===== src/rtl/kbd_pkg.sv =====
// Shared constants, parser state encoding and key-event record for the
// PS/2 key event queue.
package kbd_pkg;

   localparam logic [7:0] PS2_EXT    = 8'hE0;
   localparam logic [7:0] PS2_BRK    = 8'hF0;
   localparam logic [7:0] PS2_PAUSE  = 8'hE1;
   localparam logic [7:0] PS2_BAT    = 8'hAA;
   localparam logic [7:0] PS2_ACK    = 8'hFA;
   localparam logic [7:0] PS2_RESEND = 8'hFE;
   localparam logic [7:0] PS2_ERR0   = 8'h00;
   localparam logic [7:0] PS2_ERR1   = 8'hFF;

   // Bytes that follow the leading E1 of a Pause sequence.
   localparam logic [2:0] PAUSE_TAIL = 3'd7;

   typedef enum logic [1:0] {
      ST_IDLE   = 2'd0,
      ST_PREFIX = 2'd1,
      ST_PAUSE  = 2'd2
   } parse_state_e;

   typedef struct packed {
      logic       ext;
      logic       make;
      logic [7:0] code;
   } key_event_t;

   // Controller error bytes; never a key code, even after a prefix.
   function automatic logic is_err_byte(input logic [7:0] b);
      return (b == PS2_ERR0) || (b == PS2_ERR1);
   endfunction

   // Controller status/handshake bytes, only meaningful outside a sequence.
   function automatic logic is_status_byte(input logic [7:0] b);
      return (b == PS2_BAT) || (b == PS2_ACK) || (b == PS2_RESEND);
   endfunction

endpackage


===== src/rtl/kbd_event_queue_if.sv =====
// Byte-in / event-out bundle of the key event queue.
interface kbd_event_queue_if #(
   parameter int DEPTH = 4
);
   localparam int CW = $clog2(DEPTH) + 1;

   logic          ps2_key_en;
   logic [7:0]    ps2_key_data;
   logic [7:0]    keycode;
   logic          ext;
   logic          make;
   logic          keycode_valid;
   logic          keycode_ready;
   logic [CW-1:0] count;
   logic          overflow;
   logic          clr_overflow;

   modport slave (
      input  ps2_key_en, ps2_key_data, keycode_ready, clr_overflow,
      output keycode, ext, make, keycode_valid, count, overflow
   );

   modport master (
      output ps2_key_en, ps2_key_data, keycode_ready, clr_overflow,
      input  keycode, ext, make, keycode_valid, count, overflow
   );
endinterface


===== src/rtl/kbd_event_fifo.sv =====
// Generic synchronous FIFO. Head entry is read straight from the storage
// flops; push into a full FIFO is accepted only when a pop frees a slot.
module kbd_event_fifo #(
   parameter int WIDTH = 10,
   parameter int DEPTH = 4
) (
   input  logic                     clk,
   input  logic                     reset_n,
   input  logic                     push,
   input  logic [WIDTH-1:0]         wr_data,
   input  logic                     pop,
   output logic [WIDTH-1:0]         rd_data,
   output logic                     full,
   output logic                     empty,
   output logic [$clog2(DEPTH):0]   count
);
   localparam int AW = $clog2(DEPTH);
   localparam logic [AW:0] FULL_CNT = (AW+1)'(DEPTH);

   logic [WIDTH-1:0] mem_q [DEPTH];
   logic [WIDTH-1:0] mem_d [DEPTH];
   logic [AW-1:0]    wr_ptr_q, wr_ptr_d;
   logic [AW-1:0]    rd_ptr_q, rd_ptr_d;
   logic [AW:0]      count_q, count_d;
   logic             push_ok, pop_ok;

   // Qualify requests and compute next pointers, count and storage.
   always_comb begin
      pop_ok   = pop && (count_q != '0);
      push_ok  = push && ((count_q != FULL_CNT) || pop_ok);
      mem_d    = mem_q;
      wr_ptr_d = wr_ptr_q;
      rd_ptr_d = rd_ptr_q;
      count_d  = count_q;
      if (push_ok) begin
         mem_d[wr_ptr_q] = wr_data;
         wr_ptr_d        = wr_ptr_q + AW'(1);
      end
      if (pop_ok) begin
         rd_ptr_d = rd_ptr_q + AW'(1);
      end
      case ({push_ok, pop_ok})
         2'b10:   count_d = count_q + (AW+1)'(1);
         2'b01:   count_d = count_q - (AW+1)'(1);
         default: count_d = count_q;
      endcase
   end

   // Storage, pointers and occupancy registers.
   always_ff @(posedge clk or negedge reset_n) begin
      if (!reset_n) begin
         for (int i = 0; i < DEPTH; i++) mem_q[i] <= '0;
         wr_ptr_q <= '0;
         rd_ptr_q <= '0;
         count_q  <= '0;
      end else begin
         mem_q    <= mem_d;
         wr_ptr_q <= wr_ptr_d;
         rd_ptr_q <= rd_ptr_d;
         count_q  <= count_d;
      end
   end

   assign rd_data = mem_q[rd_ptr_q];
   assign full    = (count_q == FULL_CNT);
   assign empty   = (count_q == '0);
   assign count   = count_q;

endmodule


===== src/rtl/kbd_event_queue.sv =====
// PS/2 scan-byte parser feeding a key-event FIFO with a valid/ready pop port.
//
//   state     | meaning
//   ----------+-----------------------------------------------------------
//   ST_IDLE   | waiting for the first byte of a key sequence
//   ST_PREFIX | E0 and/or F0 seen; next ordinary byte completes the event
//   ST_PAUSE  | inside the E1 Pause sequence, counting its tail bytes
module kbd_event_queue
   import kbd_pkg::*;
#(
   parameter int DEPTH           = 4,
   parameter int SUPPRESS_REPEAT = 1,
   parameter int EMIT_PAUSE      = 1
) (
   input logic              clk,
   input logic              reset_n,
   kbd_event_queue_if.slave bus
);
   localparam int CW = $clog2(DEPTH) + 1;

   parse_state_e state_q, state_d;
   logic         ext_f_q, ext_f_d;
   logic         brk_f_q, brk_f_d;
   logic [2:0]   pause_cnt_q, pause_cnt_d;
   logic         last_valid_q, last_valid_d;
   logic [8:0]   last_key_q, last_key_d;
   logic         overflow_q, overflow_d;

   logic         cand_valid;
   logic         cand_pause;
   key_event_t   cand_evt;
   logic         push;
   logic         drop;
   key_event_t   head;
   logic         fifo_full, fifo_empty;
   logic [CW-1:0] fifo_count;
   logic [7:0]   b;

   assign b = bus.ps2_key_data;

   // Parser and filter state registers.
   always_ff @(posedge clk or negedge reset_n) begin
      if (!reset_n) begin
         state_q      <= ST_IDLE;
         ext_f_q      <= 1'b0;
         brk_f_q      <= 1'b0;
         pause_cnt_q  <= '0;
         last_valid_q <= 1'b0;
         last_key_q   <= '0;
         overflow_q   <= 1'b0;
      end else begin
         state_q      <= state_d;
         ext_f_q      <= ext_f_d;
         brk_f_q      <= brk_f_d;
         pause_cnt_q  <= pause_cnt_d;
         last_valid_q <= last_valid_d;
         last_key_q   <= last_key_d;
         overflow_q   <= overflow_d;
      end
   end

   // Next parser state, prefix flags and Pause tail counter.
   always_comb begin
      state_d     = state_q;
      ext_f_d     = ext_f_q;
      brk_f_d     = brk_f_q;
      pause_cnt_d = pause_cnt_q;
      if (bus.ps2_key_en) begin
         case (state_q)
            ST_IDLE: begin
               if (b == PS2_EXT) begin
                  ext_f_d = 1'b1;
                  state_d = ST_PREFIX;
               end else if (b == PS2_BRK) begin
                  brk_f_d = 1'b1;
                  state_d = ST_PREFIX;
               end else if (b == PS2_PAUSE) begin
                  pause_cnt_d = PAUSE_TAIL;
                  state_d     = ST_PAUSE;
               end
            end
            ST_PREFIX: begin
               if (b == PS2_EXT) begin
                  ext_f_d = 1'b1;
               end else if (b == PS2_BRK) begin
                  brk_f_d = 1'b1;
               end else begin
                  ext_f_d = 1'b0;
                  brk_f_d = 1'b0;
                  if (b == PS2_PAUSE) begin
                     pause_cnt_d = PAUSE_TAIL;
                     state_d     = ST_PAUSE;
                  end else begin
                     state_d = ST_IDLE;
                  end
               end
            end
            ST_PAUSE: begin
               pause_cnt_d = pause_cnt_q - 3'd1;
               if (pause_cnt_q <= 3'd1) state_d = ST_IDLE;
            end
            default: begin
               state_d = ST_IDLE;
               ext_f_d = 1'b0;
               brk_f_d = 1'b0;
            end
         endcase
      end
   end

   // Candidate event produced by the current byte.
   always_comb begin
      cand_valid = 1'b0;
      cand_pause = 1'b0;
      cand_evt   = '{ext: 1'b0, make: 1'b1, code: b};
      if (bus.ps2_key_en) begin
         case (state_q)
            ST_IDLE: begin
               cand_valid = (b != PS2_EXT) && (b != PS2_BRK) && (b != PS2_PAUSE) &&
                            !is_err_byte(b) && !is_status_byte(b);
            end
            ST_PREFIX: begin
               cand_valid = (b != PS2_EXT) && (b != PS2_BRK) && (b != PS2_PAUSE) &&
                            !is_err_byte(b);
               cand_evt   = '{ext: ext_f_q, make: ~brk_f_q, code: b};
            end
            ST_PAUSE: begin
               cand_valid = (pause_cnt_q <= 3'd1) && (EMIT_PAUSE != 0);
               cand_pause = 1'b1;
               cand_evt   = '{ext: 1'b1, make: 1'b1, code: PS2_PAUSE};
            end
            default: cand_valid = 1'b0;
         endcase
      end
   end

   // Repeat suppression: track the held key and decide whether to push.
   always_comb begin
      push         = 1'b0;
      last_valid_d = last_valid_q;
      last_key_d   = last_key_q;
      if (cand_valid) begin
         if (cand_pause) begin
            push = 1'b1;
         end else if (cand_evt.make) begin
            if ((SUPPRESS_REPEAT != 0) && last_valid_q &&
                ({cand_evt.ext, cand_evt.code} == last_key_q)) begin
               push = 1'b0;
            end else begin
               push         = 1'b1;
               last_valid_d = 1'b1;
               last_key_d   = {cand_evt.ext, cand_evt.code};
            end
         end else begin
            push = 1'b1;
            if (last_valid_q && ({cand_evt.ext, cand_evt.code} == last_key_q))
               last_valid_d = 1'b0;
         end
      end
   end

   // Sticky overflow; a full FIFO only loses the push when nothing is popped.
   always_comb begin
      drop       = push && fifo_full && !bus.keycode_ready;
      overflow_d = (overflow_q && !bus.clr_overflow) || drop;
   end

   kbd_event_fifo #(
      .WIDTH ($bits(key_event_t)),
      .DEPTH (DEPTH)
   ) u_fifo (
      .clk     (clk),
      .reset_n (reset_n),
      .push    (push),
      .wr_data (cand_evt),
      .pop     (bus.keycode_ready && !fifo_empty),
      .rd_data (head),
      .full    (fifo_full),
      .empty   (fifo_empty),
      .count   (fifo_count)
   );

   assign bus.keycode       = head.code;
   assign bus.ext           = head.ext;
   assign bus.make          = head.make;
   assign bus.keycode_valid = !fifo_empty;
   assign bus.count         = fifo_count;
   assign bus.overflow      = overflow_q;

endmodule


===== src/flat_wrapper.sv =====
// flat-port wrapper written by rule: the top's interface ports become plain ports
module kbd_event_queue_flat import kbd_pkg::*;
#(
   parameter int DEPTH           = 4,
   parameter int SUPPRESS_REPEAT = 1,
   parameter int EMIT_PAUSE      = 1
)
  (clk, reset_n, bus_ps2_key_en, bus_ps2_key_data, bus_keycode_ready, bus_clr_overflow, bus_keycode, bus_ext, bus_make, bus_keycode_valid, bus_count, bus_overflow);
  kbd_event_queue_if #(.DEPTH(DEPTH)) bus_i ();
  input logic clk;
  input logic reset_n;
  input wire logic [$bits(bus_i.ps2_key_en)-1:0] bus_ps2_key_en;
  input wire logic [$bits(bus_i.ps2_key_data)-1:0] bus_ps2_key_data;
  input wire logic [$bits(bus_i.keycode_ready)-1:0] bus_keycode_ready;
  input wire logic [$bits(bus_i.clr_overflow)-1:0] bus_clr_overflow;
  output wire logic [$bits(bus_i.keycode)-1:0] bus_keycode;
  output wire logic [$bits(bus_i.ext)-1:0] bus_ext;
  output wire logic [$bits(bus_i.make)-1:0] bus_make;
  output wire logic [$bits(bus_i.keycode_valid)-1:0] bus_keycode_valid;
  output wire logic [$bits(bus_i.count)-1:0] bus_count;
  output wire logic [$bits(bus_i.overflow)-1:0] bus_overflow;
  assign bus_i.ps2_key_en = bus_ps2_key_en;
  assign bus_i.ps2_key_data = bus_ps2_key_data;
  assign bus_i.keycode_ready = bus_keycode_ready;
  assign bus_i.clr_overflow = bus_clr_overflow;
  assign bus_keycode = bus_i.keycode;
  assign bus_ext = bus_i.ext;
  assign bus_make = bus_i.make;
  assign bus_keycode_valid = bus_i.keycode_valid;
  assign bus_count = bus_i.count;
  assign bus_overflow = bus_i.overflow;
  kbd_event_queue #(.DEPTH(DEPTH), .SUPPRESS_REPEAT(SUPPRESS_REPEAT), .EMIT_PAUSE(EMIT_PAUSE)) u_core (.clk(clk), .reset_n(reset_n), .bus(bus_i));
endmodule

===== config.mk =====
export PLATFORM = sky130hd
export DESIGN_NAME = kbd_event_queue_flat
export DESIGN_NICKNAME = d
export VERILOG_FILES = /design/src/rtl/kbd_pkg.sv /design/src/rtl/kbd_event_queue_if.sv /design/src/rtl/kbd_event_fifo.sv /design/src/rtl/kbd_event_queue.sv /design/src/flat_wrapper.sv
export SDC_FILE = /design/constraint.sdc
export NUM_CORES = 1
export LEC_CHECK = 0
export ABC_AREA = 1
export CORE_UTILIZATION = 50
export CTS_CLUSTER_DIAMETER = 120
export DETAILED_ROUTE_END_ITERATION = 10
export GPL_ROUTABILITY_DRIVEN = 0
export PLACE_DENSITY = 0.7
export SETUP_SLACK_MARGIN = 0.4
export SLEW_MARGIN = 20
export SYNTH_ARGS = -nofsm -noshare
export SYNTH_HDL_FRONTEND = slang
export SYNTH_SLANG_ARGS = --single-unit

===== constraint.sdc =====
create_clock -name clk -period 4.37 [get_ports clk]
set_clock_uncertainty 0.15 [all_clocks]
set_input_delay 1.0925 -clock clk [delete_from_list [all_inputs] [get_ports clk]]
set_output_delay 1.0925 -clock clk [all_outputs]
set_load 0.005 [all_outputs]

==> results of run 1 <==
[logic make-up (layout without fill, tap and decap cells)]
group / Yosys count / after routing
AND/OR/NAND/NOR: 228 / 228
AO/OA/AOI/OAI: 104 / 104
adder cells (fa/ha/maj): 13 / 13
buffers and inverters: 104 / 137
flip-flops: 65 / 65
XOR/XNOR: 6 / 6
[path summary, 6_finish.rpt]
kind,startpoint,slack [ps],endpoint,depth (start not counted)
min in group asynchronous,reset_n,580,u_core.u_fifo.mem_q[37]$_DFFE_PN0P_,1
hold reg to reg,u_core.u_fifo.rd_ptr_q[1]$_DFFE_PN0P_,320,u_core.u_fifo.rd_ptr_q[1]$_DFFE_PN0P_,1
setup / recovery,bus_ps2_key_data[1],680,u_core.u_fifo.count[2]$_DFFE_PN0P_,16
max in group asynchronous,reset_n,2730,u_core.u_fifo.mem_q[32]$_DFFE_PN0P_,2
setup reg to reg,u_core.state_q[1]$_DFFE_PN0P_,920,u_core.u_fifo.count[2]$_DFFE_PN0P_,19
hold / removal,u_core.u_fifo.rd_ptr_q[1]$_DFFE_PN0P_,320,u_core.u_fifo.rd_ptr_q[1]$_DFFE_PN0P_,1
[layout by cell type, fill, tap and decap left out, types with 2 or more instances in the layout]
cell and n:
clkinvlp_4 3, nor2_2 4, a21oi_1 34, nor2_1 30, nand3_1 61, inv_2 5, clkinv_1 4, clkdlybuf4s50_1 25
o21ai_0 22, clkbuf_8 10, nand2_4 4, inv_1 74, nor2_8 2, dfrtp_1 64, clkinv_2 2, xor2_1 5
nand2_1 119, o21bai_1 42, clkbuf_1 2, buf_4 10, ha_1 12, nand4_1 4
[metal layers]
| layer | wire length, um | share of wire (%) |
|---|---|---|
| met1 | 4220 | 45 |
| met2 | 4500 | 48 |
| met3 | 535 | 5.8 |
| met4 | 45 | 0.48 |
| met5 | 0 | 0 |
[cell type report]
cell class | count | area (um2)
Timing Repair Buffer | 37 | 343
Fill cell | 676 | 2920
Sequential cell | 65 | 1630
Timing Repair inverter | 1 | 7.51
Clock buffer | 12 | 145
Tap cell | 99 | 124
Clock inverter | 3 | 17.5
Inverter | 84 | 319
Multi-Input combinational cell | 351 | 1900
[state kept, by name, indices dropped and copies added, names as in the netlist]
name,cells
u_core.brk_f_q,1
u_core.last_key_q,9
u_core.state_q,2
u_core.ext_f_q,1
u_core.u_fifo.mem_q,40
u_core.u_fifo.wr_ptr_q,2
u_core.pause_cnt_q,3
u_core.last_valid_q,1
u_core.u_fifo.count,3
u_core.u_fifo.rd_ptr_q,2
u_core.bus.overflow,1
[per-stage QoR]
step           cell area (um2)  setup slack [ps]
2_1_floorplan             3920               495
3_3_place_gp              4300               269
3_5_place_dp              4300               195
4_1_cts                   4460               488
5_1_grt                   4480               448
6_report                  4480               683
[worst register-to-register path, cell delays in order (launching register included)]
cell,delay (ps)
dfrtp_1,400
inv_1,100
ha_1,430
nand2_1,170
a21oi_4,240
inv_2,40
nand2_1,60
nand2_1,50
nor2_1,80
nand2_1,90
nor2_4,160
ha_1,180
nand2_1,70
nand4_1,120
ha_1,150
inv_1,60
fa_1,380
a21oi_1,140
o21ai_0,110
xor2_1,150
[power groups by stage]
stage / Combinational, mW / Clock, mW / Sequential [mW]
2_1_floorplan: 1.13 / 0 / 1.03
3_3_place_gp: 1.62 / 0 / 1.07
3_5_place_dp: 1.65 / 0 / 1.08
4_1_cts: 1.66 / 0.454 / 1.07
5_1_grt: 1.89 / 0.475 / 1.12
6_report: 1.67 / 0.441 / 1.08
==> results.sh, run 1 <==
export IMPL_yosys_area_share_adder_pct=4.34
export IMPL_core_region_area_um2=7410
export IMPL_io_pins=28
export IMPL_syn_to_final_growth_pct=14.4
export IMPL_cts_buffers=9
export IMPL_clock_sinks=65
export IMPL_worst_setup_path_end_kind="register"
export IMPL_cts_path_max_buffers=2
export IMPL_vias=3401
export IMPL_synth_top_area_share_pct=41.5
export IMPL_synth_area_leaders="dfrtp_1 41%, nand2_1 11%, o21bai_1 8.0%, nand3_1 7.8%, inv_1 7.2%"
export IMPL_comb_power_share_pct=52.3
export IMPL_std_cell_rows=31
export IMPL_cts_clk_slew_worst_paths_ps=70
export IMPL_port_buffers=27
export IMPL_yosys_warnings=0
export IMPL_yosys_mux_area_fraction_pct=0
export IMPL_p_sw_share_pct=43.7
export IMPL_required_ps=4430
export IMPL_die_y_um=90.5
export IMPL_crit_chain="clkdlybuf4s50_1 -> inv_1 -> nor2_1 -> o21ai_0 -> nor2_1 -> nand2_1 -> nor2_4 -> ha_1 -> nand2_1 -> nand4_1 -> ha_1 -> inv_1 -> fa_1 -> a21oi_1 -> o21ai_0 -> xor2_1"
export IMPL_crit_buf_inv=3
export IMPL_grt_busiest_layer="met2"
export IMPL_cts_hold_buf=0
export IMPL_seq_area_frac_synth_pct=41.5
export IMPL_synth_area_per_cell_um2=7.54
export IMPL_min_period_ps=3690
export IMPL_place_hpwl_mm=6.33
export IMPL_peakVddDrop_mv=0.280
export IMPL_synth_area_leader_cell="dfrtp_1"
export IMPL_synth_cells=520
export IMPL_diodes=0
export IMPL_leakage_nw=2.23
export IMPL_cp_max_fo=5
export IMPL_max_cap_violations=0
export IMPL_p_per_area_nw_per_um2=712
export IMPL_synth_xor_xnor_area_share_pct=1.34
export IMPL_via_per_inst=5.22
export IMPL_utilization_pct=60.5
export IMPL_post_cts_buffers=0
export IMPL_final_hold_viol_count=0
export IMPL_crit_slowest_cell="clkdlybuf4s50_1"
export IMPL_dp_cells=636
export IMPL_period_share_pct=84.4
export IMPL_design_die_area_um2=8200
export IMPL_grt_max_degree=43
export IMPL_grt_setup_unrepaired="false"
export IMPL_fmax_mhz=271
export IMPL_final_antenna_net_count=0
export IMPL_netlist_top_cells_count="119 x nand2_1, 75 x inv_1, 65 x dfrtp_1"
export IMPL_synth_edf_count=0
export IMPL_first_pass_iters=4
export IMPL_remaining_drc_errors=0
export IMPL_antenna_found_initial=0
export IMPL_synth_seq_cells=65
export IMPL_setup_viol=0
export IMPL_yosysMostFrequentCell="nand2_1"
export IMPL_grt_pass1_vias=3452
export IMPL_path_class="in -> reg"
export IMPL_status="finished clean"
export IMPL_cts_max_level=3
export IMPL_critPathMaxStageDelay_ps=560
export IMPL_cts_tree="done"
export IMPL_die_x_um=90.5
export IMPL_clock_latency_ps=340
export IMPL_seq_power_share_pct=33.9
export IMPL_routedWlPerCell_um=14.3
export IMPL_cts_root_buf="clkbuf_8"
export IMPL_grt_pass1_wl_mm=16.0
export IMPL_final_nets=575
export IMPL_pwr_share_clk_pct=13.8
export IMPL_internal_power_mw=1.80
export IMPL_synthFlopType="dfrtp_1"
export IMPL_grt_util_all_layers_pct=24.4
export IMPL_synth_cell_type_count=31
export IMPL_synth_top_family_by_area="simple AND/OR/NAND/NOR gates"
export IMPL_drv_slew=0
export IMPL_drt_initial_drc_count=162
export IMPL_tns_ps=0
export IMPL_slew_headroom_pct=57.0
export IMPL_syn_num_nets=546
export IMPL_met1_usage_pct=32.0
export IMPL_post_cts_resized=0
export IMPL_grtUsageMet3_pct=3.96
export IMPL_power_mw=3.19
export IMPL_met2_usage_pct=40.9
export IMPL_synth_compound_area_share_pct=16.6
export IMPL_async_reset_ff_share_pct=100
export IMPL_drt_wl_total_mm=9.30
export IMPL_syn_area_um2=3920
export IMPL_layout_drive_gt1_share_pct=8.32
export IMPL_arrival_ps=3740
export IMPL_stdcell_count=652
export IMPL_start_kind="input pin"
export IMPL_fin_hold_ws_ps=318
export IMPL_worstMarginPinSlew_ps=645
export IMPL_min_path_type="reg -> reg"
export IMPL_start_util_pct=52.9
export IMPL_switchingPower_mw=1.39
export IMPL_cp_top_family="simple AND/OR/NAND/NOR gates"
export IMPL_synthSimpleGateAreaFrac_pct=26.1
export IMPL_overflow=0
(Power assumes the default switching activity.)
==> run 2: changes to the inputs <==
==> constraint.sdc (replaced) <==
create_clock -name clk -period 3.85 [get_ports clk]
set_clock_uncertainty 0.15 [all_clocks]
set_input_delay 0.9625 -clock clk [delete_from_list [all_inputs] [get_ports clk]]
set_output_delay 0.9625 -clock clk [all_outputs]
set_load 0.005 [all_outputs]
==> results.sh, run 2 (same netlist as run 1, synthesis figures left out) <==
export IMPL_status="finished clean"
export IMPL_peakVddDrop_mv=0.287
export IMPL_final_antenna_net_count=0
export IMPL_crit_chain="inv_2 -> ha_1 -> nand2_4 -> nor2_8 -> o21ai_0 -> nand2_1 -> nor2_1 -> nand2_1 -> nor2_4 -> ha_2 -> nand2_1 -> nand4_1 -> ha_1 -> inv_1 -> fa_2 -> a21oi_2 -> o21ai_2 -> xor2_1"
export IMPL_final_hold_viol_count=0
export IMPL_first_pass_iters=4
export IMPL_min_path_type="reg -> reg"
export IMPL_arrival_ps=3320
export IMPL_crit_slowest_cell="dfrtp_2"
export IMPL_p_sw_share_pct=43.6
export IMPL_worstMarginPinSlew_ps=827
export IMPL_grt_max_degree=66
export IMPL_cp_top_family="adder cells"
export IMPL_design_die_area_um2=8200
export IMPL_clock_sinks=65
export IMPL_drt_wl_total_mm=9.51
export IMPL_cts_tree="done"
export IMPL_fin_hold_ws_ps=326
export IMPL_start_kind="register"
export IMPL_worst_setup_path_end_kind="register"
export IMPL_std_cell_rows=31
export IMPL_wl_met2_mm=4.69
export IMPL_switchingPower_mw=1.61
export IMPL_fmax_mhz=307
export IMPL_start_util_pct=52.9
export IMPL_routedWlPerCell_um=14.4
export IMPL_cts_clk_slew_worst_paths_ps=70
export IMPL_leakage_nw=2.35
export IMPL_utilization_pct=62.5
export IMPL_required_ps=3910
export IMPL_die_x_um=90.5
export IMPL_crit_buf_inv=2
export IMPL_timing_rr_end="u_core.u_fifo.count[2]$_DFFE_PN0P_"
export IMPL_r2r_slack_ps=600
export IMPL_antenna_found_initial=0
export IMPL_layout_drive_gt1_share_pct=13.0
export IMPL_routed_top_layer="met4"
export IMPL_grt_pass1_wl_mm=16.8
export IMPL_overflow=0
export IMPL_path_class="reg -> reg"
export IMPL_pwr_share_clk_pct=13.1
export IMPL_grt_pass1_vias=3479
export IMPL_place_ws_ps=-103
export IMPL_worst_path_most_repeated_cell="nand2_1"
export IMPL_cts_root_buf="clkbuf_8"
export IMPL_clock_latency_ps=340
export IMPL_grt_util_all_layers_pct=26.1
export IMPL_min_delay_start="u_core.last_key_q[1]$_DFFE_PN0P_"
export IMPL_cts_path_max_buffers=2
export IMPL_io_pins=28
export IMPL_slew_headroom_pct=44.8
export IMPL_syn_to_final_growth_pct=18.1
export IMPL_grt_setup_unrepaired="false"
export IMPL_largest_register="u_core.u_fifo.mem_q"
export IMPL_largest_registers="u_core.u_fifo.mem_q x40, u_core.last_key_q x9"
export IMPL_cts_buffers=9
export IMPL_cts_hold_buf=0
export IMPL_die_y_um=90.5
export IMPL_p_per_area_nw_per_um2=796
export IMPL_internal_power_mw=2.08
export IMPL_mostFrequentLayoutCell="nand2_1"
export IMPL_vias=3426
export IMPL_diodes=0
export IMPL_setup_viol=0
export IMPL_r2r_start="u_core.state_q[0]$_DFFE_PN0P_"
export IMPL_min_to="u_core.last_key_q[1]$_DFFE_PN0P_"
export IMPL_min_period_ps=3250
export IMPL_comb_power_share_pct=54.2
export IMPL_largest_register_ffs=40
export IMPL_met3WireLength_um=320
export IMPL_core_region_area_um2=7410
export IMPL_hold_depth=2
export IMPL_via_per_inst=5.18
export IMPL_place_hpwl_mm=6.41
export IMPL_max_cap_violations=0
export IMPL_final_nets=586
export IMPL_port_buffers=27
export IMPL_power_mw=3.68
export IMPL_routedLengthMet1_mm=4.33
export IMPL_seq_power_share_pct=32.7
export IMPL_cts_max_level=3
export IMPL_fillCellCount=677
export IMPL_cp_max_fo=6
export IMPL_worst_slack_ps=598
export IMPL_drv_slew=0
export IMPL_drt_initial_drc_count=185
export IMPL_r2r_cells=18
export IMPL_remaining_drc_errors=0
export IMPL_final_cell_mix="116 x nand2_1, 69 x inv_1, 64 x dfrtp_1"
export IMPL_period_share_pct=84.5
export IMPL_critPathMaxStageDelay_ps=420
[run 2: area by class of cell]
cell class	instances	area [um2]	area share [%]
well taps	99	124	2.68
clock buffers	10	128	2.76
repair buffers	49	458	9.89
inverters	84	315	6.81
clock inverters	4	22.5	0.487
multi-input cells	351	1950	42.2
flip-flops and latches	65	1630	35.2
[run 2: metal layers]
| metal | GRT usage [%] | vias to the layer above |
|---|---|---|
| met1 | 33.4 | 1612 |
| li1 | - | 1732 |
| met4 | 10.2 | 0 |
| met5 | 0 | - |
| met2 | 44.8 | 69 |
| met3 | 3.28 | 13 |
[run 2: through the flow]
step                      setup TNS [ps]  instances  instance area [um2]
after global placement                 0        646                 4410
final                                  0        662                 4630
after CTS                              0        660                 4560
after global routing                   0        662                 4630
after floorplan                        0        520                 3960
after detailed placement            -103        646                 4410
[run 2: timing repair]
action / CTS / global route
setup endpoints to repair: 1 / 1
pin swaps: 0 / 7
setup buffers: 0 / 2
resized for setup: 1 / 24
[run 2: worst max-delay path by stage]
stage	start	to	slack (ps)	depth (start not counted)
2_1_floorplan	bus_ps2_key_en	u_core.u_fifo.count[2]$_DFFE_PN0P_	420	17
3_3_place_gp	bus_ps2_key_en	u_core.u_fifo.count[2]$_DFFE_PN0P_	30	18
3_5_place_dp	bus_ps2_key_en	u_core.u_fifo.count[2]$_DFFE_PN0P_	-100	18
4_1_cts	bus_ps2_key_data[2]	u_core.u_fifo.count[2]$_DFFE_PN0P_	460	16
5_1_grt	u_core.state_q[1]$_DFFE_PN0P_	u_core.u_fifo.count[2]$_DFFE_PN0P_	400	18
6_report	u_core.state_q[0]$_DFFE_PN0P_	u_core.u_fifo.count[2]$_DFFE_PN0P_	600	18
[run 2: power by group through the flow]
stage / logic (mW) / clock network [mW] / registers, mW
2_1_floorplan: 1.31 / 0 / 1.16
3_3_place_gp: 1.93 / 0 / 1.19
3_5_place_dp: 1.99 / 0 / 1.21
4_1_cts: 1.99 / 0.494 / 1.20
5_1_grt: 2.26 / 0.520 / 1.24
6_report: 2.00 / 0.482 / 1.20
[run 2: tightest hold or removal path, delay by kind of cell (launching register included)]
| family | cells | cell delay, ps |
|---|---|---|
| flip-flops | 1 | 340 |
| AND/OR/NAND/NOR | 2 | 100 |
==> run 3: changes to the inputs <==
==> constraint.sdc (replaced) <==
create_clock -name clk -period 3.27 [get_ports clk]
set_clock_uncertainty 0.15 [all_clocks]
set_input_delay 0.8175 -clock clk [delete_from_list [all_inputs] [get_ports clk]]
set_output_delay 0.8175 -clock clk [all_outputs]
set_load 0.005 [all_outputs]
==> results.sh, run 3 (same netlist as run 1, synthesis figures left out) <==
export IMPL_status="finished clean"
export IMPL_via_per_inst=5.22
export IMPL_setup_viol=0
export IMPL_peakVddDrop_mv=0.379
export IMPL_antenna_found_initial=0
export IMPL_final_hold_viol_count=0
export IMPL_min_period_ps=3000
export IMPL_worst_setup_path_end_kind="register"
export IMPL_cts_tree="done"
export IMPL_fmax_mhz=333
export IMPL_worst_slack_ps=267
export IMPL_cts_root_buf="clkbuf_8"
export IMPL_min_delay_start="u_core.last_key_q[6]$_DFFE_PN0P_"
export IMPL_cts_path_max_buffers=2
export IMPL_io_pins=28
export IMPL_place_hpwl_mm=6.82
export IMPL_port_buffers=27
export IMPL_path_class="in -> reg"
export IMPL_die_y_um=90.5
export IMPL_cts_max_level=3
export IMPL_final_cell_mix="112 x nand2_1, 67 x inv_1, 65 x dfrtp_1"
export IMPL_grt_pass1_vias=3551
export IMPL_std_cell_rows=31
export IMPL_grt_max_degree=43
export IMPL_min_path_type="reg -> reg"
export IMPL_max_cap_violations=0
export IMPL_grt_util_all_layers_pct=26.1
export IMPL_cts_hold_buf=0
export IMPL_arrival_ps=3070
export IMPL_leakage_nw=2.47
export IMPL_largest_registers="u_core.u_fifo.mem_q x40, u_core.last_key_q x9"
export IMPL_start_kind="input pin"
export IMPL_regArea_um2=1630
export IMPL_grt_setup_unrepaired="true"
export IMPL_cts_clk_slew_worst_paths_ps=70
export IMPL_first_pass_iters=4
export IMPL_mostFrequentLayoutCell="nand2_1"
export IMPL_largest_register_ffs=40
export IMPL_grt_pass1_wl_mm=17.2
export IMPL_worst_path_most_repeated_cell="nand2_1"
export IMPL_cts_buffers=9
export IMPL_design_die_area_um2=8200
export IMPL_cp_max_fo=3
export IMPL_r2r_start="u_core.state_q[0]$_DFFE_PN0P_"
export IMPL_utilization_pct=66.2
export IMPL_clock_latency_ps=340
export IMPL_final_antenna_net_count=0
export IMPL_drt_initial_drc_count=205
export IMPL_multi_input_area_um2=2030
export IMPL_overflow=0
export IMPL_clock_sinks=65
export IMPL_p_per_area_nw_per_um2=931
export IMPL_crit_buf_inv=2
export IMPL_vias=3570
export IMPL_period_share_pct=91.8
export IMPL_fillCellCount=642
export IMPL_tns_ps=0
export IMPL_core_region_area_um2=7410
export IMPL_routedWlPerCell_um=14.2
export IMPL_die_x_um=90.5
export IMPL_worstMarginPinSlew_ps=679
export IMPL_cp_top_family="simple AND/OR/NAND/NOR gates"
export IMPL_start_util_pct=52.9
export IMPL_required_ps=3340
export IMPL_crit_chain="clkdlybuf4s50_1 -> nand2_2 -> nand2_1 -> nand2_1 -> nor2_1 -> nand2_1 -> nor2_4 -> ha_4 -> nand2_2 -> nand4_1 -> ha_4 -> inv_4 -> fa_2 -> a21oi_2 -> o21ai_2 -> xor2_1"
export IMPL_diodes=0
export IMPL_drt_wl_total_mm=9.72
export IMPL_cp_startpoint="bus_ps2_key_data[4]"
export IMPL_critPathMaxStageDelay_ps=510
export IMPL_final_nets=608
export IMPL_syn_to_final_growth_pct=25.1
export IMPL_crit_slowest_cell="clkdlybuf4s50_1"
export IMPL_remaining_drc_errors=0
export IMPL_largest_register="u_core.u_fifo.mem_q"
export IMPL_drv_slew=0
export IMPL_layout_drive_gt1_share_pct=17.8
export IMPL_place_ws_ps=-538
export IMPL_slew_headroom_pct=54.8
[run 3: changes by cell type in the layout (fill, tap and decap cells not counted), moves of 5 or more]
cell             previous run  this run
buf_4                      21        40
o21ai_0                    20        11
o21ai_1                     1         9
dlygate4sd2_1               0         7
clkdlybuf4s50_1            17        12
[run 3: layout make-up]
class / instances / share of cell area (%)
clock buffers: 11 / 3.09
clock inverters: 3 / 0.357
inverters: 84 / 6.48
multi-input cells: 351 / 41.4
flip-flops and latches: 65 / 33.2
well taps: 99 / 2.53
repair buffers: 71 / 13.0
[run 3: worst register-to-register path, stage by stage (launching register included)]
cell and delay, ps:
dfrtp_1 380, buf_4 150, ha_4 220, nand2_2 90
a21oi_4 180, inv_2 40, nand2_1 50, nand2_1 50
nor2_1 90, nand2_1 90, nor2_4 140, ha_4 140
nand2_2 40, nand4_1 140, ha_4 170, inv_4 30
fa_2 360, a21oi_2 150, o21ai_2 70, xor2_1 140
[run 3: final timing paths]
path,cells after the start,slack (ps),to
max in group asynchronous,2,1890,u_core.last_valid_q$_DFFE_PN0P_
max,16,270,u_core.u_fifo.count[2]$_DFFE_PN0P_
max reg2reg,19,290,u_core.u_fifo.count[2]$_DFFE_PN0P_
min,2,320,u_core.last_key_q[6]$_DFFE_PN0P_
min reg2reg,2,320,u_core.last_key_q[6]$_DFFE_PN0P_
min in group asynchronous,1,360,u_core.u_fifo.mem_q[19]$_DFFE_PN0P_
[run 3: repair_timing]
| item | in CTS | in global routing |
|---|---|---|
| pin swaps | 15 | 8 |
| gates resized for setup | 24 | 20 |
| setup endpoints to repair | 50 | 46 |
| buffers inserted | 4 | 2 |
[run 3: power breakdown]
part / internal [mW] / total [mW] / switching, mW
clock: 0.306 / 0.614 / 0.309
sequential: 1.20 / 1.42 / 0.219
combinational: 1.11 / 2.53 / 1.43
total: 2.61 / 4.56 / 1.96
[run 3: per-stage QoR]
stage	instances	area, um2	hold slack [ps]	power (mW)
finish	684	4900	322	4.56
global route	684	4900	360	4.97
CTS	682	4840	329	4.54
detailed placement	664	4630	313	3.88
global placement	664	4630	307	3.80
floorplan	520	4030	291	2.98
[run 3: metal layers]
layer	track usage [%]	vias up	part of all wire [%]
li1	-	1781	-
met1	35.3	1692	45
met2	42.9	88	49
met3	5.05	9	5.3
met4	6.32	0	0.82
met5	0	-	0
